## src/rtl/instr_fetch_unit.sv

```systemverilog
`default_nettype none
// ============================================================================
// Module   : instr_fetch_unit
// Purpose  : Multi-cycle MIPS fetch stage. Owns PC and IR, issues one
//            instruction-memory read per fetch, tracks branch/jump redirects.
// Revision : 1.0 - initial release
// ============================================================================
module instr_fetch_unit #(
    parameter logic [31:0] RESET_PC = 32'hBFC0_0000
) (
    input  logic        clk,
    input  logic        reset,
    input  logic        fetch_enable,
    input  logic        redirect_valid,
    input  logic [31:0] redirect_pc,
    output logic        ireq_valid,
    output logic [31:0] ireq_addr,
    input  logic        iresp_valid,
    input  logic [31:0] iresp_data,
    output logic [31:0] instruction,
    output logic [31:0] pc,
    output logic [31:0] pc_plus4,
    output logic        fetch_busy
);

    localparam logic [0:0] c_IDLE = 1'b0;
    localparam logic [0:0] c_WAIT = 1'b1;

    logic [0:0]  r_state,       w_state_nxt;
    logic [31:0] r_next_pc,     w_next_pc_nxt;
    logic        r_redir_pend,  w_redir_pend_nxt;
    logic        r_ireq_valid,  w_ireq_valid_nxt;
    logic [31:0] r_ireq_addr,   w_ireq_addr_nxt;
    logic [31:0] r_instruction, w_instruction_nxt;
    logic [31:0] r_pc,          w_pc_nxt;

    logic [31:0] w_redir_tgt;
    logic [31:0] w_addr_plus4;

    assign w_redir_tgt  = redirect_pc & ~32'd3;
    assign w_addr_plus4 = r_ireq_addr + 32'd4;

    always_ff @(posedge clk or posedge reset) begin
        if (reset) begin
            r_state       <= c_IDLE;
            r_next_pc     <= RESET_PC;
            r_redir_pend  <= 1'b0;
            r_ireq_valid  <= 1'b0;
            r_ireq_addr   <= RESET_PC;
            r_instruction <= 32'd0;
            r_pc          <= RESET_PC;
        end else begin
            r_state       <= w_state_nxt;
            r_next_pc     <= w_next_pc_nxt;
            r_redir_pend  <= w_redir_pend_nxt;
            r_ireq_valid  <= w_ireq_valid_nxt;
            r_ireq_addr   <= w_ireq_addr_nxt;
            r_instruction <= w_instruction_nxt;
            r_pc          <= w_pc_nxt;
        end
    end

    always_comb begin
        w_state_nxt       = r_state;
        w_next_pc_nxt     = r_next_pc;
        w_redir_pend_nxt  = r_redir_pend;
        w_ireq_valid_nxt  = r_ireq_valid;
        w_ireq_addr_nxt   = r_ireq_addr;
        w_instruction_nxt = r_instruction;
        w_pc_nxt          = r_pc;

        case (r_state)
            c_IDLE: begin
                if (redirect_valid) begin
                    w_next_pc_nxt = w_redir_tgt;
                end
                if (fetch_enable) begin
                    // A same-cycle redirect steers the request being issued.
                    w_ireq_valid_nxt  = 1'b1;
                    w_ireq_addr_nxt   = redirect_valid ? w_redir_tgt : r_next_pc;
                    w_instruction_nxt = 32'd0;
                    w_state_nxt       = c_WAIT;
                end
            end
            c_WAIT: begin
                if (iresp_valid) begin
                    w_instruction_nxt = iresp_data;
                    w_pc_nxt          = r_ireq_addr;
                    w_ireq_valid_nxt  = 1'b0;
                    w_state_nxt       = c_IDLE;
                    w_redir_pend_nxt  = 1'b0;
                    if (redirect_valid) begin
                        w_next_pc_nxt = w_redir_tgt;
                    end else if (!r_redir_pend) begin
                        w_next_pc_nxt = w_addr_plus4;
                    end
                end else if (redirect_valid) begin
                    // Latest redirect wins; the in-flight word still lands in IR.
                    w_next_pc_nxt    = w_redir_tgt;
                    w_redir_pend_nxt = 1'b1;
                end
            end
            default: begin
                w_state_nxt = c_IDLE;
            end
        endcase
    end

    assign ireq_valid  = r_ireq_valid;
    assign ireq_addr   = r_ireq_addr;
    assign instruction = r_instruction;
    assign pc          = r_pc;
    assign pc_plus4    = r_pc + 32'd4;
    assign fetch_busy  = (r_state == c_WAIT);

endmodule
`default_nettype wire

```

## config.mk

```make
export PLATFORM = sky130hd
export DESIGN_NAME = instr_fetch_unit
export DESIGN_NICKNAME = d
export VERILOG_FILES = /design/src/rtl/instr_fetch_unit.sv
export SDC_FILE = /design/constraint.sdc
export NUM_CORES = 1
export LEC_CHECK = 0
export CAP_MARGIN = 5
export CORE_ASPECT_RATIO = 1.2
export CORE_MARGIN = 2
export CORE_UTILIZATION = 47
export CTS_CLUSTER_DIAMETER = 50
export DETAILED_ROUTE_END_ITERATION = 10
export GPL_TIMING_DRIVEN = 0
export MAX_ROUTING_LAYER = met4
export PLACE_DENSITY = 0.8
export SLEW_MARGIN = 40
export SYNTH_ARGS = -nofsm -noshare
export SYNTH_HDL_FRONTEND = slang
export SYNTH_SLANG_ARGS = --single-unit
```

## constraint.sdc

```tcl
create_clock -name clk -period 4.8 [get_ports clk]
set_clock_uncertainty 0.2 [all_clocks]
set_input_delay 0.72 -clock clk [delete_from_list [all_inputs] [get_ports clk]]
set_output_delay 0.72 -clock clk [all_outputs]
set_load 0.1 [all_outputs]
```

Word-level counts from Yosys, hierarchy flattened

Index checks and enable logic that the tools add are counted.

Add/subtract/negate cells: 2
Eq/ne operators: 3
Mux-type cells: 16
Bitwise gates (word level): 1
Reductions and logical operators: 5

Operators with widths:

| kind                    | number |
|---|---|
| $mux W32                | 6 |
| $pmux W32 S2            | 2 |
| $add A32 B3 Y32 const B | 2 |
| $reduce_and A2 Y1       | 4 |
| $mux W1                 | 6 |
| $ne A2 B2 Y1 const B    | 2 |
| $ne A4 B4 Y1 const B    | 1 |
| $pmux W1 S2             | 2 |
| $reduce_bool A2 Y1      | 1 |
| $not A1 Y1              | 1 |

Flip-flop bits (word level): 131
Input bits: 69
Output and inout port bits: 130
Logic and storage cells: 34

Longest topological paths before layout

Gate-level depths: netlist (run 1).

Word-level depth: 5
Mapped depth: 8

Worst setup path after synthesis (run 1)

Ideal clock, no wire load.

Path kind: reg-to-output
From: register r_pc[3], in the netlist pc[3]
To: output port pc_plus4[28]
Arrival: 3.781 ns
Required time: 3.880 ns
Setup slack: 0.099 ns
Stages on the path, launching flop included: 7
Path buffers: 0
Cell sequence: dfrtp_1 -> ha_1 -> and2_1 -> nand4_1 -> or3_1 -> nor3_1 -> xor2_1

Word-level cells in the longest chain between the ends: 1

Ends and longest elaborated chain:

| element                | line | RTL |
|---|---|---|
| from (decl)            | 35   | `logic [31:0] r_pc, w_pc_nxt;` |
| from (signal assigned) | 59   | `r_pc <= w_pc_nxt;` |
| $add A32 B3 Y32        | 113  | `assign pc_plus4 = r_pc + 32'd4;` |
| to (decl)              | 22   | `output logic [31:0] pc_plus4,` |

Every way passes these cells.

Worst setup path in the final report (run 1)

From: register r_pc[2], in the netlist pc[2]
To: output port pc_plus4[28]

The elaborated chain is that of the path after synthesis.

==> results of run 1 <==
[layer usage]
layer	wire (um)	share of wire [%]	global-route usage, %
met5	0	0	-
met4	644	3.4	11.2
met3	1300	6.9	5.13
met2	8940	48	41.3
met1	7930	42	34.5
[stage by stage]
| step | hold slack (ns) | cells |
|---|---|---|
| final | 0.281 | 1070 |
| after global routing | 0.307 | 1070 |
| after global placement | 0.273 | 1038 |
| after CTS | 0.285 | 1070 |
| after detailed placement | 0.276 | 1039 |
| after floorplan | 0.268 | 672 |
[cells in the final DEF, fill, tap and decap left out, types with 4 or more instances in the layout]
cell type        count
dfstp_2             27
clkdlybuf4s50_1     65
mux2i_1             25
inv_1               12
nor3b_1              4
and4_1               5
a31oi_1             10
o21ai_0             30
nor2_1              59
nor4_1               4
a21oi_1             34
o31ai_1              5
nand2b_1            13
nand2_1            119
a22oi_1             11
buf_4                7
clkbuf_16           17
clkbuf_1            33
xor2_1              19
nor3_1               9
clkinv_2             5
buf_2              133
clkbuf_8             5
and3_1               8
nand3_1             20
or3_1                4
dfrtp_1            104
a22o_1              32
nand4_1             10
xnor2_1             31
[cell families (layout without fill, tap and decap cells)]
family | Yosys count | count (layout)
AO/OA/AOI/OAI | 133 | 133
XOR/XNOR | 50 | 50
adder cells (fa/ha/maj) | 2 | 2
buffers and inverters | 61 | 288
flip-flops | 131 | 131
multiplexers | 25 | 25
AND/OR/NAND/NOR | 270 | 270
[cell type report]
type / instances / area (um^2) / share of cell area, %
buffer: 48 / 264 / 3.07
inverter: 13 / 56.3 / 0.654
tap: 171 / 214 / 2.49
clock inverter: 7 / 85.1 / 0.989
sequential: 131 / 3310 / 38.5
clock buffer: 24 / 472 / 5.48
multi-input combinational: 480 / 2870 / 33.4
timing repair buffer: 196 / 1330 / 15.4
[power by group]
part           switching [mW]  internal, mW  leakage [nW]  total (mW)
logic                    2.66         0.531          2.15        3.19
clock network           0.462         0.783         0.278        1.24
registers               0.284          1.38          1.56        1.66
[path summary, 6_finish.rpt]
path / from / depth (start not counted) / endpoint / slack (ns)
min in group asynchronous: reset / 2 / instruction[4] / 0.54
hold / removal: pc[26] / 2 / pc[26] / 0.28
max in group asynchronous: reset / 3 / r_next_pc[24] / 3.14
setup reg to reg: fetch_busy / 6 / pc[31] / 2.40
setup / recovery: pc[2] / 7 / pc_plus4[28] / 0.96
hold reg to reg: pc[26] / 2 / pc[26] / 0.28
[worst reg2reg max path: stages (launching register included)]
cell and delay [ns]:
dfrtp_1 0.42, and2_1 0.15, clkbuf_1 0.30, clkbuf_1 0.47, buf_1 0.56, nand2_1 0.14
nand2_1 0.09
[registers in the layout, indices dropped and copies added, names as in the netlist]
signal / flops
ireq_valid: 1
r_redir_pend: 1
pc: 32
r_next_pc: 32
instruction: 32
ireq_addr: 32
fetch_busy: 1
==> impl_metrics.ini, run 1 <==
[cts]
cts.sink_count = 131
numCtsBuffers = 17
root_buffer = clkbuf_16
post_cts_buffers = 0
htreeDepth = 4
post_cts_resized = 0
clk_path_buf_depth = 2
insertion_delay_ns = 0.43
cts_tree = built
hold_buffers = 0
clk_pin_slew_ns = 0.05

[cells_and_area]
final_util_pct = 63.1
diodes = 0
area_growth_pct = 32.5
n_fill_cell = 1141
final_cell_area_mm2 = 0.00860
final_nets = 958
drive_gt1_share_pct = 23.4

[placed_design]
hpwl_mm = 13.4
io_buffers = 195
dpl_cell_area_mm2 = 0.00805
gp_congestion = 0.863
place_ws_ns = 1.35

[worst_setup_path]
critPathBufInv = 1
crit_required_ns = 3.88
crit_path_start_kind = register
worstSetupPathType = reg2out
max_stage_delay_ns = 0.49
critPathCaptureType = primary output
path_max_fanout = 6
arrival_ns = 2.92
crit_family = simple AND/OR/NAND/NOR gates
crit_slowest_cell = dfrtp_1
crit_chain = ha_1, and2_1, nand4_1, or3_1, nor3_1, xor2_1, buf_2

[routing]
drc = 0
routed_wl_mm = 18.8
drtAntennaViolNets = 0
dr.pass1.iters = 5
detail_route.vias_per_cell = 5.52
vias = 5906
avgRoutedWirePerCell_um = 17.6
drt_iter0_markers = 484

[logic_synthesis]
synth_compound_area_share_pct = 13.5
ys_seq_elements = 131
synthSimpleGateAreaFrac_pct = 19.7
synth-edff-count = 0
synth_area_leaders = dfrtp_1, dfstp_2, nand2_1
ys_seq_area_share_pct = 51.0
syn_nets = 743
yosysUniqueCellTypes = 49
synth_fa_ha_area_share_pct = 0.385
synthXorXnorAreaFrac_pct = 6.74
yosys.area.top_type_share_pct = 40.1
yosysTopAreaCell = dfrtp_1
synthesis.area_mm2 = 0.00649
avgSynthCellArea_um2 = 9.67
ys.flop_type = dfrtp_1
synthCells = 672
synthMuxAreaShare_pct = 3.85
synth_top_family_by_area = simple AND/OR/NAND/NOR gates
synth_most_common_cell = nand2_1
async_flop_share_pct = 100
synth_common_cells = nand2_1, dfrtp_1, nor2_1
ys_warn_count = 0

[power]
power_density_mw_per_mm2 = 709
p_leak_nw = 3.99
irDropWorstVdd_mv = 0.455
power.total_mw = 6.10

[outcome]
outcome = completed

[grt]
overflow = 0
first_global_vias = 5761
grt_pass1_wl_mm = 30.1
gr-usage-all-layers_pct = 26.6
antenna_found_initial = 0
grt_max_degree = 70

[floorplanning]
ioPinCount = 199
die_h_um = 133
die_w_um = 111
initial_core_util_pct = 47.6
core-area_mm2 = 0.0136
fp.dieArea_mm2 = 0.0148
row_count = 47

[run]
max_cap_viol_count = 0

[sta]
setup_viol = 0
rsz0062_at_grt = false
worstMarginPinSlew_ns = 0.835
min_period_ns = 3.84
slew_violations = 0
finalHoldViolCount = 0
fin_tns_setup_ns = 0
min_period_over_period_pct = 80.0
setup_ws_ns = 0.960
fmax_ghz = 0.260
slew_headroom_pct = 44.3

[min_path]
hp-class = reg2reg
(Power assumes the default switching activity.)
==> run 2: changes to the inputs <==
- CORE_UTILIZATION: 47 -> 43
- PLACE_DENSITY: 0.8 -> 0.77
- clock period: 4.8 -> 3.29 ns (I/O delays scaled with it)
==> impl_metrics.ini, run 2 (synthesized netlist as in run 1, its figures left out) <==
[grt]
antenna_found_initial = 1
grt_pass1_wl_mm = 30.7
gr-usage-all-layers_pct = 25.3
first_global_vias = 5784
overflow = 0
grt_max_degree = 24

[power]
comb_power_share_pct = 52.3
power_density_mw_per_mm2 = 1000
p_clk_share_pct = 20.9
p_int_mw = 4.19
irDropWorstVdd_mv = 0.539
seq_power_share_pct = 26.8
p_leak_nw = 4.22
p_sw_mw = 5.09
switching_share_pct = 54.9

[cells_and_area]
drive_gt1_share_pct = 30.2
final_cell_mix = buf_2, nand2_1, dfrtp_1
final-instance-count-excl-fill = 1116
area_growth_pct = 42.7
final_nets = 969
mostFrequentLayoutCell = buf_2
final_cell_area_mm2 = 0.00927

[worst_setup_path]
crit_path_start_kind = register
crit_family = simple AND/OR/NAND/NOR gates
startpoint = pc[2]
critPathBufInv = 1
crit_required_ns = 2.60
rrSetupSlack_ns = 0.92
rr_worst_depth = 6
r2r-start = fetch_busy
crit_chain = ha_4, and2_1, nand4_1, or3_4, nor3_4, xor2_2, buf_12
critPathCaptureType = primary output
path_max_fanout = 4
worstSetupPathType = reg2out
regToRegEndpoint = pc[3]
crit_slowest_cell = or3_4
max_stage_delay_ns = 0.54
arrival_ns = 2.57

[floorplanning]
ioPinCount = 199
die_w_um = 116
row_count = 49
die_h_um = 139
fp.dieArea_mm2 = 0.0161
core-area_mm2 = 0.0149
initial_core_util_pct = 43.6

[routing]
routed_wl_mm = 19.2
drt_iter0_markers = 406
dr.pass1.iters = 5
avgRoutedWirePerCell_um = 17.2
vias = 5876
detail_route.vias_per_cell = 5.27
drc = 0
drtAntennaViolNets = 0

[sta]
worstMarginPinSlew_ns = 0.847
fmax_ghz = 0.306
fin_tns_setup_ns = 0
rsz0062_at_grt = true
setup_viol = 0
slew_violations = 0
finalHoldViolCount = 0
slew_headroom_pct = 43.5
min_period_ns = 3.26
min_period_over_period_pct = 99.2

[placed_design]
io_buffers = 195
hpwl_mm = 14.1
dp_cells = 1077
dpl_cell_area_mm2 = 0.00852
gp_congestion = 0.843

[cts]
htreeDepth = 4
hold_buffers = 0
numCtsBuffers = 17
clk_path_buf_depth = 2
root_buffer = clkbuf_16
insertion_delay_ns = 0.41
clk_pin_slew_ns = 0.06
cts_tree = built
cts.sink_count = 131

[outcome]
outcome = completed

[min_path]
hp-class = in2async

[run]
max_cap_viol_count = 0
-- run 2: how the worst max path moves through the flow --
| stage | end | slack (ns) | depth (start not counted) |
|---|---|---|---|
| after floorplan | pc_plus4[28] | -0.38 | 4 |
| after global placement | pc_plus4[28] | -0.56 | 7 |
| after detailed placement | pc_plus4[28] | 0.16 | 7 |
| after CTS | pc_plus4[26] | -0.004 | 7 |
| after global routing | pc_plus4[28] | -0.04 | 7 |
| final | pc_plus4[28] | 0.03 | 7 |
-- run 2: layout make-up --
type / instances / area (um^2)
antenna: 1 / 2.50
buffer: 48 / 263
clock buffer: 20 / 447
clock inverter: 12 / 158
fill: 1261 / 5630
inverter: 13 / 52.6
multi-input combinational: 480 / 3200
sequential: 131 / 3340
tap: 204 / 255
timing repair buffer: 207 / 1560
-- run 2: power by group through the flow --
stage          combinational (mW)  clock [mW]  sequential [mW]
2_1_floorplan                1.93           0             4.52
3_3_place_gp                 5.10           0             2.52
3_5_place_dp                 4.75           0             2.51
4_1_cts                      4.80        1.95             2.49
5_1_grt                      5.04        2.04             2.55
6_report                     4.86        1.94             2.49
-- run 2: repair_timing --
action,CTS,global route
gates resized for setup,15,13
pin swaps,1,3
buffers inserted,2,3
cloned,0,0
hold endpoints to repair,0,0
setup endpoints to repair,11,11
-- run 2: layer usage --
metal | track usage, % | wire [um] | vias to the layer above
li1 | - | - | 2770
met1 | 31.5 | 7900 | 2856
met2 | 40.8 | 9640 | 222
met3 | 5.94 | 1250 | 28
met4 | 7.83 | 360 | 0
met5 | - | 0 | -
-- run 2: through the flow --
stage,utilization [%],hold WS (ns),power [mW],setup slack [ns]
finish,62.2,0.243,9.28,0.0272
global route,62.2,0.274,9.62,-0.0439
CTS,61.7,0.247,9.24,-0.00415
detailed placement,57.2,0.278,7.27,0.160
global placement,60.6,0.276,7.62,-0.564
floorplan,-,0.268,6.46,-0.380
==> run 3: changes to the inputs <==
- CORE_MARGIN: 2 -> default
==> impl_metrics.ini, run 3 (synthesized netlist as in run 1, its figures left out) <==
[outcome]
outcome = completed

[cells_and_area]
final_nets = 966
drive_gt1_share_pct = 30.3
final_cell_mix = buf_2, nand2_1, dfrtp_1
mostFrequentLayoutCell = buf_2
final_cell_area_mm2 = 0.00932
diodes = 0
area_growth_pct = 43.4
final_util_pct = 63.8

[sta]
min_period_ns = 3.20
fmax_ghz = 0.313
setup_ws_ns = 0.0907
worstMarginPinSlew_ns = 0.782
slew_headroom_pct = 47.9
setup_viol = 0
fin_tns_setup_ns = 0
slew_violations = 0
rsz0062_at_grt = true
finalHoldViolCount = 0
min_period_over_period_pct = 97.2

[worst_setup_path]
r2r-start = fetch_busy
arrival_ns = 2.51
crit_path_start_kind = register
regToRegEndpoint = pc[5]
path_max_fanout = 7
worstSetupPathType = reg2out
rrSetupSlack_ns = 0.98
crit_required_ns = 2.60
rr_worst_depth = 6
critPathCaptureType = primary output

[grt]
overflow = 0
first_global_vias = 5728
antenna_found_initial = 0
gr-usage-all-layers_pct = 25.7
grt_max_degree = 25
grt_pass1_wl_mm = 29.6

[cts]
clk_pin_slew_ns = 0.06
insertion_delay_ns = 0.41
numCtsBuffers = 17
clk_path_buf_depth = 2
hold_buffers = 0
cts.sink_count = 131
cts_tree = built
root_buffer = clkbuf_16
htreeDepth = 4

[routing]
detail_route.vias_per_cell = 5.31
dr_wl_met2_mm = 9.36
dr.pass1.iters = 5
met3_length_mm = 1.32
drc = 0
drt_iter0_markers = 313
vias = 5887
wl_met1_mm = 7.67
drtAntennaViolNets = 0
highest_layer = met4
routed_wl_mm = 18.9
avgRoutedWirePerCell_um = 17.0

[placed_design]
dpl_cell_area_mm2 = 0.00855
place_ws_ns = 0.147
gp_congestion = 0.855
hpwl_mm = 13.9
io_buffers = 195

[power]
irDropWorstVdd_mv = 0.544
power.total_mw = 9.39
power_density_mw_per_mm2 = 1010
p_leak_nw = 4.26

[min_path]
hp-class = in2async

[floorplanning]
row_count = 48
die_w_um = 114
die_h_um = 137
initial_core_util_pct = 44.5
core-area_mm2 = 0.0146
fp.dieArea_mm2 = 0.0156
ioPinCount = 199

[run]
max_cap_viol_count = 0
-- run 3: worst max-delay path: stages (launching register included) --
cell	delay, ns
dfrtp_2	0.42
and4_4	0.29
nand4_4	0.17
or4_4	0.52
nor3_4	0.28
xor2_4	0.20
buf_12	0.19
-- run 3: worst max-delay path by stage --
stage                 from      endpoint  slack, ns  cells after the start
global route         pc[3]  pc_plus4[28]     -0.008                      8
CTS                  pc[4]  pc_plus4[31]       0.01                      6
floorplan           pc[13]  pc_plus4[28]      -0.38                      4
global placement     pc[2]  pc_plus4[28]      -0.57                      7
finish               pc[4]  pc_plus4[31]       0.09                      6
detailed placement   pc[2]  pc_plus4[28]       0.15                      7
-- run 3: layout make-up --
type                            count  area, um^2
Timing Repair Buffer              204        1570
Sequential cell                   131        3340
Clock buffer                       20         467
Fill cell                        1195        5280
Buffer                             48         264
Clock inverter                     12         179
Tap cell                          200         250
Multi-Input combinational cell    480        3200
Inverter                           13        52.6
-- run 3: per-layer routing --
layer | track usage [%] | vias to the layer above
met5 | - | -
met4 | 9.74 | 0
met3 | 5.23 | 41
met2 | 42.7 | 272
met1 | 30.8 | 2800
li1 | - | 2774
-- run 3: power by group --
group	internal, mW	leakage, nW	switching [mW]
Sequential	2.03	1.54	0.462
Clock	1.33	0.308	0.718
Combinational	0.942	2.41	3.91
-- run 3: metrics by stage --
| stage | std cells | hold slack [ns] |
|---|---|---|
| after floorplan | 672 | 0.268 |
| after global placement | 1067 | 0.277 |
| after detailed placement | 1074 | 0.279 |
| after CTS | 1107 | 0.183 |
| after global routing | 1108 | 0.204 |
| final | 1108 | 0.182 |
-- run 3: what timing repair did --
action | 4_1_cts | 5_1_grt
setup endpoints to repair | 11 | 10
hold endpoints to repair | 0 | 0
gates resized for setup | 17 | 12
pin swaps | 1 | 2
setup buffers | 1 | 1
